## config.mk

```make
export PLATFORM = sky130hd
export DESIGN_NAME = board_win_scanner_flat
export DESIGN_NICKNAME = d
export VERILOG_FILES = /design/src/rtl/board_win_scanner_if.sv /design/src/rtl/board_win_scanner.sv /design/src/flat_wrapper.sv
export SDC_FILE = /design/constraint.sdc
export NUM_CORES = 1
export LEC_CHECK = 0
export CAP_MARGIN = 30
export CORE_AREA = 2 2 79 118
export CTS_BUF_LIST = sky130_fd_sc_hd__clkbuf_8 sky130_fd_sc_hd__clkbuf_16
export CTS_CLUSTER_SIZE = 16
export DETAILED_ROUTE_END_ITERATION = 10
export DIE_AREA = 0 0 81 120
export GPL_TIMING_DRIVEN = 0
export PLACE_DENSITY_LB_ADDON = 0.12
export SKIP_CTS_REPAIR_TIMING = 1
export SLEW_MARGIN = 30
export SYNTH_ARGS = -nofsm -noshare
export SYNTH_HDL_FRONTEND = slang
export SYNTH_SLANG_ARGS = --single-unit
```

## constraint.sdc

```tcl
create_clock -name clk -period 5.21 [get_ports clk]
set_input_delay 1.042 -clock clk [delete_from_list [all_inputs] [get_ports clk]]
set_output_delay 1.042 -clock clk [all_outputs]
set_load 0.02 [all_outputs]
```

## src/rtl/board_win_scanner_if.sv

```systemverilog
// Handshake and result bundle between the win scanner and its users
// (game-control FSM drives the request side, display logic reads results).
interface board_win_scanner_if;
  logic        start;
  logic [15:0] in_gameboard;
  logic [15:0] in_players_cells;
  logic        busy;
  logic        done;
  logic        win_valid;
  logic        winner;
  logic [3:0]  win_line;
  logic [15:0] win_cells;
  logic        draw;

  // Requester: issues start and presents the board
  modport master (
    output start, in_gameboard, in_players_cells,
    input  busy, done, win_valid, winner, win_line, win_cells, draw
  );

  // Scanner: samples the board and reports results
  modport slave (
    input  start, in_gameboard, in_players_cells,
    output busy, done, win_valid, winner, win_line, win_cells, draw
  );
endinterface

```

## src/rtl/board_win_scanner.sv

```systemverilog
// Connect4 4x4 win scanner: snapshots the board on start, then tests one
// of the 10 four-in-a-row lines per clock and reports winner/line/draw.
module board_win_scanner #(
  parameter bit STOP_EARLY = 1'b1
) (
  input  logic                  clk,
  input  logic                  reset,
  board_win_scanner_if.slave    bus
);

  typedef enum logic [1:0] {IDLE, SCAN, REPORT} state_t;

  localparam logic [3:0] LAST_LINE = 4'd9;

  state_t      state_q, state_d;
  logic [3:0]  line_q, line_d;
  logic [15:0] snap_board_q, snap_board_d;
  logic [15:0] snap_players_q, snap_players_d;
  logic        win_valid_q, win_valid_d;
  logic        winner_q, winner_d;
  logic [3:0]  win_line_q, win_line_d;
  logic [15:0] win_cells_q, win_cells_d;
  logic        draw_q, draw_d;

  logic [15:0] line_mask;
  logic [15:0] owned_bits;
  logic        line_full;
  logic        line_wins;

  // Cell mask of line idx; cell index is row*4 + col, row 0 at the bottom.
  function automatic logic [15:0] mask_of_line(input logic [3:0] idx);
    logic [15:0] m;
    m = 16'h0000;
    case (idx)
      4'd0:    m = 16'h000F;
      4'd1:    m = 16'h00F0;
      4'd2:    m = 16'h0F00;
      4'd3:    m = 16'hF000;
      4'd4:    m = 16'h1111;
      4'd5:    m = 16'h2222;
      4'd6:    m = 16'h4444;
      4'd7:    m = 16'h8888;
      4'd8:    m = 16'h8421;
      4'd9:    m = 16'h1248;
      default: m = 16'h0000;
    endcase
    return m;
  endfunction

  // Evaluate the current line against the snapshot only
  always_comb begin
    line_mask  = mask_of_line(line_q);
    owned_bits = snap_players_q & line_mask;
    line_full  = ((snap_board_q & line_mask) == line_mask);
    line_wins  = line_full && ((owned_bits == line_mask) || (owned_bits == 16'h0000));
  end

  // Next-state and result update for IDLE -> SCAN -> REPORT -> IDLE
  always_comb begin
    // NOTE: every target gets a default first so no path can infer a latch.
    state_d        = state_q;
    line_d         = line_q;
    snap_board_d   = snap_board_q;
    snap_players_d = snap_players_q;
    win_valid_d    = win_valid_q;
    winner_d       = winner_q;
    win_line_d     = win_line_q;
    win_cells_d    = win_cells_q;
    draw_d         = draw_q;

    case (state_q)
      IDLE: begin
        if (bus.start) begin
          snap_board_d   = bus.in_gameboard;
          snap_players_d = bus.in_players_cells;
          win_valid_d    = 1'b0;
          winner_d       = 1'b0;
          win_line_d     = 4'd0;
          win_cells_d    = 16'h0000;
          draw_d         = 1'b0;
          line_d         = 4'd0;
          state_d        = SCAN;
        end
      end

      SCAN: begin
        // Only the first (lowest-index) winning line is recorded
        if (line_wins && !win_valid_q) begin
          win_valid_d = 1'b1;
          winner_d    = |owned_bits;
          win_line_d  = line_q;
          win_cells_d = line_mask;
        end
        if ((STOP_EARLY && line_wins) || (line_q == LAST_LINE)) begin
          draw_d  = ~win_valid_d & (&snap_board_q);
          state_d = REPORT;
        end else begin
          line_d = line_q + 4'd1;
        end
      end

      REPORT: begin
        state_d = IDLE;
      end

      default: begin
        state_d = IDLE;
      end
    endcase
  end

  // State, snapshot and result registers with asynchronous reset
  always_ff @(posedge clk or posedge reset) begin
    // NOTE: sequential state uses non-blocking assignments so every flop
    // samples pre-edge values regardless of statement order.
    if (reset) begin
      // NOTE: the snapshot registers are reset too; they are few flops and
      // this keeps every output deterministic right after reset.
      state_q        <= IDLE;
      line_q         <= 4'd0;
      snap_board_q   <= 16'h0000;
      snap_players_q <= 16'h0000;
      win_valid_q    <= 1'b0;
      winner_q       <= 1'b0;
      win_line_q     <= 4'd0;
      win_cells_q    <= 16'h0000;
      draw_q         <= 1'b0;
    end else begin
      state_q        <= state_d;
      line_q         <= line_d;
      snap_board_q   <= snap_board_d;
      snap_players_q <= snap_players_d;
      win_valid_q    <= win_valid_d;
      winner_q       <= winner_d;
      win_line_q     <= win_line_d;
      win_cells_q    <= win_cells_d;
      draw_q         <= draw_d;
    end
  end

  // Status is decoded straight from state; results come from registers
  always_comb begin
    bus.busy      = (state_q == SCAN);
    bus.done      = (state_q == REPORT);
    bus.win_valid = win_valid_q;
    bus.winner    = winner_q;
    bus.win_line  = win_line_q;
    bus.win_cells = win_cells_q;
    bus.draw      = draw_q;
  end

endmodule

```

## src/flat_wrapper.sv

```systemverilog
// flat-port wrapper written by rule: the top's interface ports become plain ports
module board_win_scanner_flat 
#(
  parameter bit STOP_EARLY = 1'b1
)
  (clk, reset, bus_start, bus_in_gameboard, bus_in_players_cells, bus_busy, bus_done, bus_win_valid, bus_winner, bus_win_line, bus_win_cells, bus_draw);
  board_win_scanner_if bus_i ();
  input  logic clk;
  input  logic reset;
  input wire logic [$bits(bus_i.start)-1:0] bus_start;
  input wire logic [$bits(bus_i.in_gameboard)-1:0] bus_in_gameboard;
  input wire logic [$bits(bus_i.in_players_cells)-1:0] bus_in_players_cells;
  output wire logic [$bits(bus_i.busy)-1:0] bus_busy;
  output wire logic [$bits(bus_i.done)-1:0] bus_done;
  output wire logic [$bits(bus_i.win_valid)-1:0] bus_win_valid;
  output wire logic [$bits(bus_i.winner)-1:0] bus_winner;
  output wire logic [$bits(bus_i.win_line)-1:0] bus_win_line;
  output wire logic [$bits(bus_i.win_cells)-1:0] bus_win_cells;
  output wire logic [$bits(bus_i.draw)-1:0] bus_draw;
  assign bus_i.start = bus_start;
  assign bus_i.in_gameboard = bus_in_gameboard;
  assign bus_i.in_players_cells = bus_in_players_cells;
  assign bus_busy = bus_i.busy;
  assign bus_done = bus_i.done;
  assign bus_win_valid = bus_i.win_valid;
  assign bus_winner = bus_i.winner;
  assign bus_win_line = bus_i.win_line;
  assign bus_win_cells = bus_i.win_cells;
  assign bus_draw = bus_i.draw;
  board_win_scanner #(.STOP_EARLY(STOP_EARLY)) u_core (.clk(clk), .reset(reset), .bus(bus_i));
endmodule
```

==> flow_summary.html <==
<table>
<tr><th>Metric</th><th>Value</th></tr>
<tr><th colspan="2">Routing</th></tr>
<tr><td>Remaining design rule violation count</td><td>0</td></tr>
<tr><td>DR iter-0 viols</td><td>185</td></tr>
<tr><td>Highest routed layer</td><td>met4</td></tr>
<tr><td>Pre-Repair DR Iteration Count</td><td>5</td></tr>
<tr><td>Met3 wire length</td><td>397 um</td></tr>
<tr><td>Detailed-route via count</td><td>3047</td></tr>
<tr><td>Met2 routed wirelength</td><td>4900 um</td></tr>
<tr><td>Wire length after detailed routing</td><td>9520 um</td></tr>
<tr><td>Count of antenna-violating nets left after detailed routing</td><td>0</td></tr>
<tr><td>Met1 Wirelength</td><td>3930 um</td></tr>
<tr><td>Post-DR vias/cell</td><td>5.36</td></tr>
<tr><td>Post-detailed-route wirelength per cell</td><td>16.7 um</td></tr>
<tr><th colspan="2">Clocking</th></tr>
<tr><td>Number of clock sinks seen by CTS</td><td>61</td></tr>
<tr><td>Worst-Skew Late Latency</td><td>0.34 ns</td></tr>
<tr><td>Largest buffer count on any clock path</td><td>2</td></tr>
<tr><td>Deepest level of the CTS H-tree</td><td>3</td></tr>
<tr><td>CTS Root Buffer Type</td><td>sky130_fd_sc_hd__clkbuf_16</td></tr>
<tr><td>CTS tree</td><td>done</td></tr>
<tr><td>Number of buffers added by the clock tree synthesis step</td><td>9</td></tr>
<tr><td>Clock input transition at the sequential cells of the worst setup and hold paths</td><td>0.05 ns</td></tr>
<tr><th colspan="2">Synthesis</th></tr>
<tr><td>Dominant cell by count in the synthesized netlist</td><td>sky130_fd_sc_hd__nand2_1</td></tr>
<tr><td>Prevailing post-synth register cell</td><td>sky130_fd_sc_hd__dfrtp_1</td></tr>
<tr><td>Distinct cells, synth</td><td>52</td></tr>
<tr><td>Synth Cell Area</td><td>3380 um^2</td></tr>
<tr><td>Fraction of post-synthesis cell area in the top cell type by area</td><td>0.452</td></tr>
<tr><td>Most numerous cell types in the synthesized netlist</td><td>sky130_fd_sc_hd__nand2_1, sky130_fd_sc_hd__dfrtp_1, sky130_fd_sc_hd__mux2i_1</td></tr>
<tr><td>Post-synthesis net count</td><td>422</td></tr>
<tr><td>Biggest area contributors in the synthesized netlist</td><td>sky130_fd_sc_hd__dfrtp_1, sky130_fd_sc_hd__nand2_1, sky130_fd_sc_hd__mux2i_1, sky130_fd_sc_hd__o21ai_0, sky130_fd_sc_hd__nor2b_1</td></tr>
<tr><td>Portion of the post-synthesis area used by sequential elements</td><td>0.452</td></tr>
<tr><td>Syn_area_per_cell</td><td>8.82 um^2</td></tr>
<tr><td>Number of enable flip-flop cells after synthesis</td><td>0</td></tr>
<tr><td>Yosys warning count</td><td>0</td></tr>
<tr><td>Top cell type by total area after synthesis</td><td>sky130_fd_sc_hd__dfrtp_1</td></tr>
<tr><td>Cell count after synthesis</td><td>383</td></tr>
<tr><td>Share of synthesized registers carrying an async set or reset</td><td>1.00</td></tr>
<tr><td>Count of state elements after synthesis</td><td>61</td></tr>
<tr><th colspan="2">Min path</th></tr>
<tr><td>Hold Path Class</td><td>reg2reg</td></tr>
<tr><td>Launch point of the worst hold path</td><td>u_core.snap_players_q[0]$_DFFE_PP0P_</td></tr>
<tr><td>End of the worst hold path</td><td>u_core.snap_players_q[0]$_DFFE_PP0P_</td></tr>
<tr><td>Number of stages on the worst hold path</td><td>2</td></tr>
<tr><th colspan="2">Floorplan</th></tr>
<tr><td>Initial core utilization</td><td>0.387</td></tr>
<tr><td>Ports</td><td>60</td></tr>
<tr><td>Die span in y</td><td>120 um</td></tr>
<tr><td>Cell Rows</td><td>42</td></tr>
<tr><td>Core area</td><td>8720 um^2</td></tr>
<tr><td>Die area</td><td>9720 um^2</td></tr>
<tr><td>Horizontal die dimension</td><td>81 um</td></tr>
<tr><th colspan="2">Layout</th></tr>
<tr><td>Final std cell area, no fill</td><td>4420 um^2</td></tr>
<tr><td>Diode insertion count for antenna repair</td><td>0</td></tr>
<tr><td>Post-Layout Cell Count</td><td>569</td></tr>
<tr><td>Total number of nets in the final design</td><td>493</td></tr>
<tr><td>Share of layout cells above drive strength 1</td><td>0.0806</td></tr>
<tr><td>Relative area change from synthesis to final layout</td><td>30.9%</td></tr>
<tr><th colspan="2">STA</th></tr>
<tr><td>Minimum setup slack in the final design</td><td>1.72 ns</td></tr>
<tr><td>Setup repair after global routing missed its margin</td><td>no</td></tr>
<tr><td>Time the worst path needs with I/O delays and setup</td><td>3.49 ns</td></tr>
<tr><td>Final number of setup-violating endpoints</td><td>0</td></tr>
<tr><td>Relative slew slack</td><td>0.465</td></tr>
<tr><td>Final sum of negative setup slack</td><td>0 ns</td></tr>
<tr><td>Slew at the pin closest to its max-slew limit</td><td>0.796 ns</td></tr>
<tr><td>Final period util</td><td>0.669</td></tr>
<tr><td>Number of max-slew violations in the final report</td><td>0</td></tr>
<tr><td>Setup Skew</td><td>0.00565 ns</td></tr>
<tr><td>Final hold viol count</td><td>0</td></tr>
<tr><td>Max Clk Rate</td><td>287 MHz</td></tr>
<tr><th colspan="2">Setup path</th></tr>
<tr><td>Max stage delay on crit path</td><td>0.73 ns</td></tr>
<tr><td>Kind of cell with the highest combined delay on the critical path</td><td>simple AND/OR/NAND/NOR gates</td></tr>
<tr><td>Launching element type of the critical path</td><td>flop</td></tr>
<tr><td>Library cell contributing the largest single delay on the critical path</td><td>sky130_fd_sc_hd__nor4_2</td></tr>
<tr><td>Register-to-Register Setup Slack</td><td>1.72 ns</td></tr>
<tr><td>Worst setup path startpoint</td><td>u_core.line_q[0]$_DFFE_PP0P_</td></tr>
<tr><td>Startpoint-to-endpoint class of the critical path</td><td>reg2reg</td></tr>
<tr><td>RR Endpoint</td><td>u_core.bus.win_cells[8]$_DFFE_PP0P_</td></tr>
<tr><td>Number of cells on the worst reg-to-reg path</td><td>11</td></tr>
<tr><td>Worst path arrival time</td><td>3.74 ns</td></tr>
<tr><td>Series of cell instances along the critical path</td><td>inv_1, ha_1, clkbuf_1, nor2b_1, o31ai_1, a21oi_1, a221o_1, nor4_2, o211a_4, buf_12, mux2i_1</td></tr>
<tr><td>Start of the worst register-to-register path</td><td>u_core.line_q[0]$_DFFE_PP0P_</td></tr>
<tr><td>Max Fanout on Critical Path</td><td>10</td></tr>
<tr><td>WP buf/inv</td><td>3</td></tr>
<tr><td>CP required</td><td>5.47 ns</td></tr>
<tr><td>Endpoint kind of the worst setup timing path</td><td>flop</td></tr>
<tr><th colspan="2">Placed design</th></tr>
<tr><td>Final Wtd Congestion</td><td>0.913</td></tr>
<tr><td>Instance area at placement</td><td>4130 um^2</td></tr>
<tr><td>PortBufs</td><td>59</td></tr>
<tr><td>Instance count after placement with tap cells included</td><td>553</td></tr>
<tr><td>Worst-case setup slack after placement</td><td>1.77 ns</td></tr>
<tr><td>Half-perimeter wire length after placement</td><td>7210 um</td></tr>
<tr><th colspan="2">Power</th></tr>
<tr><td>Portion of total power attributed to sequential cells</td><td>0.286</td></tr>
<tr><td>Share of total power in combinational logic</td><td>0.520</td></tr>
<tr><td>Net switching component of the power</td><td>1270 uW</td></tr>
<tr><td>Final Power</td><td>2910 uW</td></tr>
<tr><td>Total internal power</td><td>1640 uW</td></tr>
<tr><td>Switching part of the total power</td><td>0.437</td></tr>
<tr><td>Worst VDD drop</td><td>0.286 mV</td></tr>
<tr><td>Power per cell area</td><td>659 nW/um^2</td></tr>
<tr><td>Clock group share of total power</td><td>0.194</td></tr>
<tr><td>Leakage power of the design</td><td>0.00197 uW</td></tr>
<tr><th colspan="2">Job</th></tr>
<tr><td>Maximum capacitance violations</td><td>0</td></tr>
<tr><th colspan="2">GRT</th></tr>
<tr><td>Overall routing resource usage</td><td>0.214</td></tr>
<tr><td>Largest net degree at the start of global routing</td><td>34</td></tr>
<tr><td>Number of global-route vias before repair</td><td>2991</td></tr>
<tr><td>Leftover overflow at the end of global routing</td><td>0</td></tr>
<tr><td>Global-route wire length before repair</td><td>15500 um</td></tr>
<tr><td>Number of antenna violations at the first check in global routing</td><td>0</td></tr>
<tr><th colspan="2">Run status</th></tr>
<tr><td>Result of the run</td><td>finished, final reports clean</td></tr>
</table>
==> routing by layer <==
layer	vias up	track usage
li1	1473	-
met1	1466	0.253
met2	87	0.359
met3	21	0.0361
met4	0	0.118
met5	-	0
==> logic make-up (layout without fill, tap and decap cells) <==
family | after synthesis | after routing | synth area share
DFF | 61 | 61 | 0.452
and+or+nand+nor | 172 | 172 | 0.222
AOI/OAI and AO/OA | 78 | 78 | 0.167
buffers and inverters | 41 | 117 | 0.0608
adders and majority gates | 4 | 4 | 0.0148
muxes | 27 | 27 | 0.0834
==> power by group through the flow <==
stage | sequential (uW) | clock (uW) | combinational, uW
detailed placement | 837 | 0 | 1510
finish | 832 | 566 | 1510
floorplan | 858 | 0 | 988
CTS | 830 | 579 | 1520
global route | 857 | 598 | 1660
global placement | 831 | 0 | 1500
==> flip-flops by register name, indices dropped and copies added, names as in the netlist <==
name and cells:
u_core.snap_players_q 16, u_core.bus.win_line 4, u_core.bus.draw 1, u_core.snap_board_q 16
u_core.bus.win_valid 1, u_core.bus.winner 1, u_core.bus.win_cells 16, u_core.state_q 2
u_core.line_q 4
==> worst min-delay path: cells and delay by family, from the launching register on <==
family           cells  cell delay (ns)
flip-flops           1             0.37
AND/OR/NAND/NOR      2             0.12
==> how the worst max path moves through the flow <==
stage	endpoint	depth (start not counted)
CTS	u_core.bus.win_cells[8]$_DFFE_PP0P_	11
floorplan	u_core.bus.win_cells[0]$_DFFE_PP0P_	11
finish	u_core.bus.win_cells[8]$_DFFE_PP0P_	11
global placement	u_core.snap_board_q[6]$_DFFE_PP0P_	2
detailed placement	u_core.bus.win_cells[8]$_DFFE_PP0P_	11
global route	u_core.bus.win_cells[1]$_DFFE_PP0P_	11
==> cells in the final DEF, fill, tap and decap left out, types with 2 or more instances in the layout <==
| cell | count |
|---|---|
| sky130_fd_sc_hd__clkbuf_16 | 9 |
| sky130_fd_sc_hd__mux2_2 | 4 |
| sky130_fd_sc_hd__clkdlybuf4s50_1 | 59 |
| sky130_fd_sc_hd__nand2b_1 | 4 |
| sky130_fd_sc_hd__clkbuf_1 | 12 |
| sky130_fd_sc_hd__a222oi_1 | 2 |
| sky130_fd_sc_hd__buf_12 | 3 |
| sky130_fd_sc_hd__a22oi_1 | 5 |
| sky130_fd_sc_hd__a22o_1 | 3 |
| sky130_fd_sc_hd__and3_1 | 2 |
| sky130_fd_sc_hd__inv_1 | 17 |
| sky130_fd_sc_hd__clkbuf_8 | 4 |
| sky130_fd_sc_hd__nand4_1 | 3 |
| sky130_fd_sc_hd__o211ai_1 | 2 |
| sky130_fd_sc_hd__nor2b_1 | 10 |
| sky130_fd_sc_hd__mux2i_1 | 21 |
| sky130_fd_sc_hd__buf_2 | 9 |
| sky130_fd_sc_hd__nor3_1 | 4 |
| sky130_fd_sc_hd__dfrtp_1 | 61 |
| sky130_fd_sc_hd__ha_1 | 4 |
| sky130_fd_sc_hd__a221o_1 | 2 |
| sky130_fd_sc_hd__o22ai_1 | 4 |
| sky130_fd_sc_hd__o21ai_0 | 18 |
| sky130_fd_sc_hd__o221ai_1 | 2 |
| sky130_fd_sc_hd__a21oi_1 | 7 |
| sky130_fd_sc_hd__o21ai_1 | 5 |
| sky130_fd_sc_hd__nand3_1 | 9 |
| sky130_fd_sc_hd__nor2_1 | 9 |
| sky130_fd_sc_hd__o2111ai_1 | 4 |
| sky130_fd_sc_hd__a21o_1 | 7 |
| sky130_fd_sc_hd__a32oi_1 | 3 |
| sky130_fd_sc_hd__a31oi_1 | 3 |
| sky130_fd_sc_hd__nand2_1 | 125 |
==> cell type report <==
type                       count  area, um^2
timing repair buffer          60         611
multi-input combinational    281        1650
inverter                      17        66.3
tap                          110         138
clock buffer                  13         280
fill                         895        4300
clock inverter                 3        11.3
sequential                    61        1530
buffer                        24         141
==> per-stage QoR <==
stage	utilization	hold slack, ns
detailed placement	0.473	0.504
global route	0.507	0.532
global placement	0.471	0.494
floorplan	-	0.459
CTS	0.507	0.518
finish	0.507	0.513
Note: power is estimated with default switching activity, not from simulation.
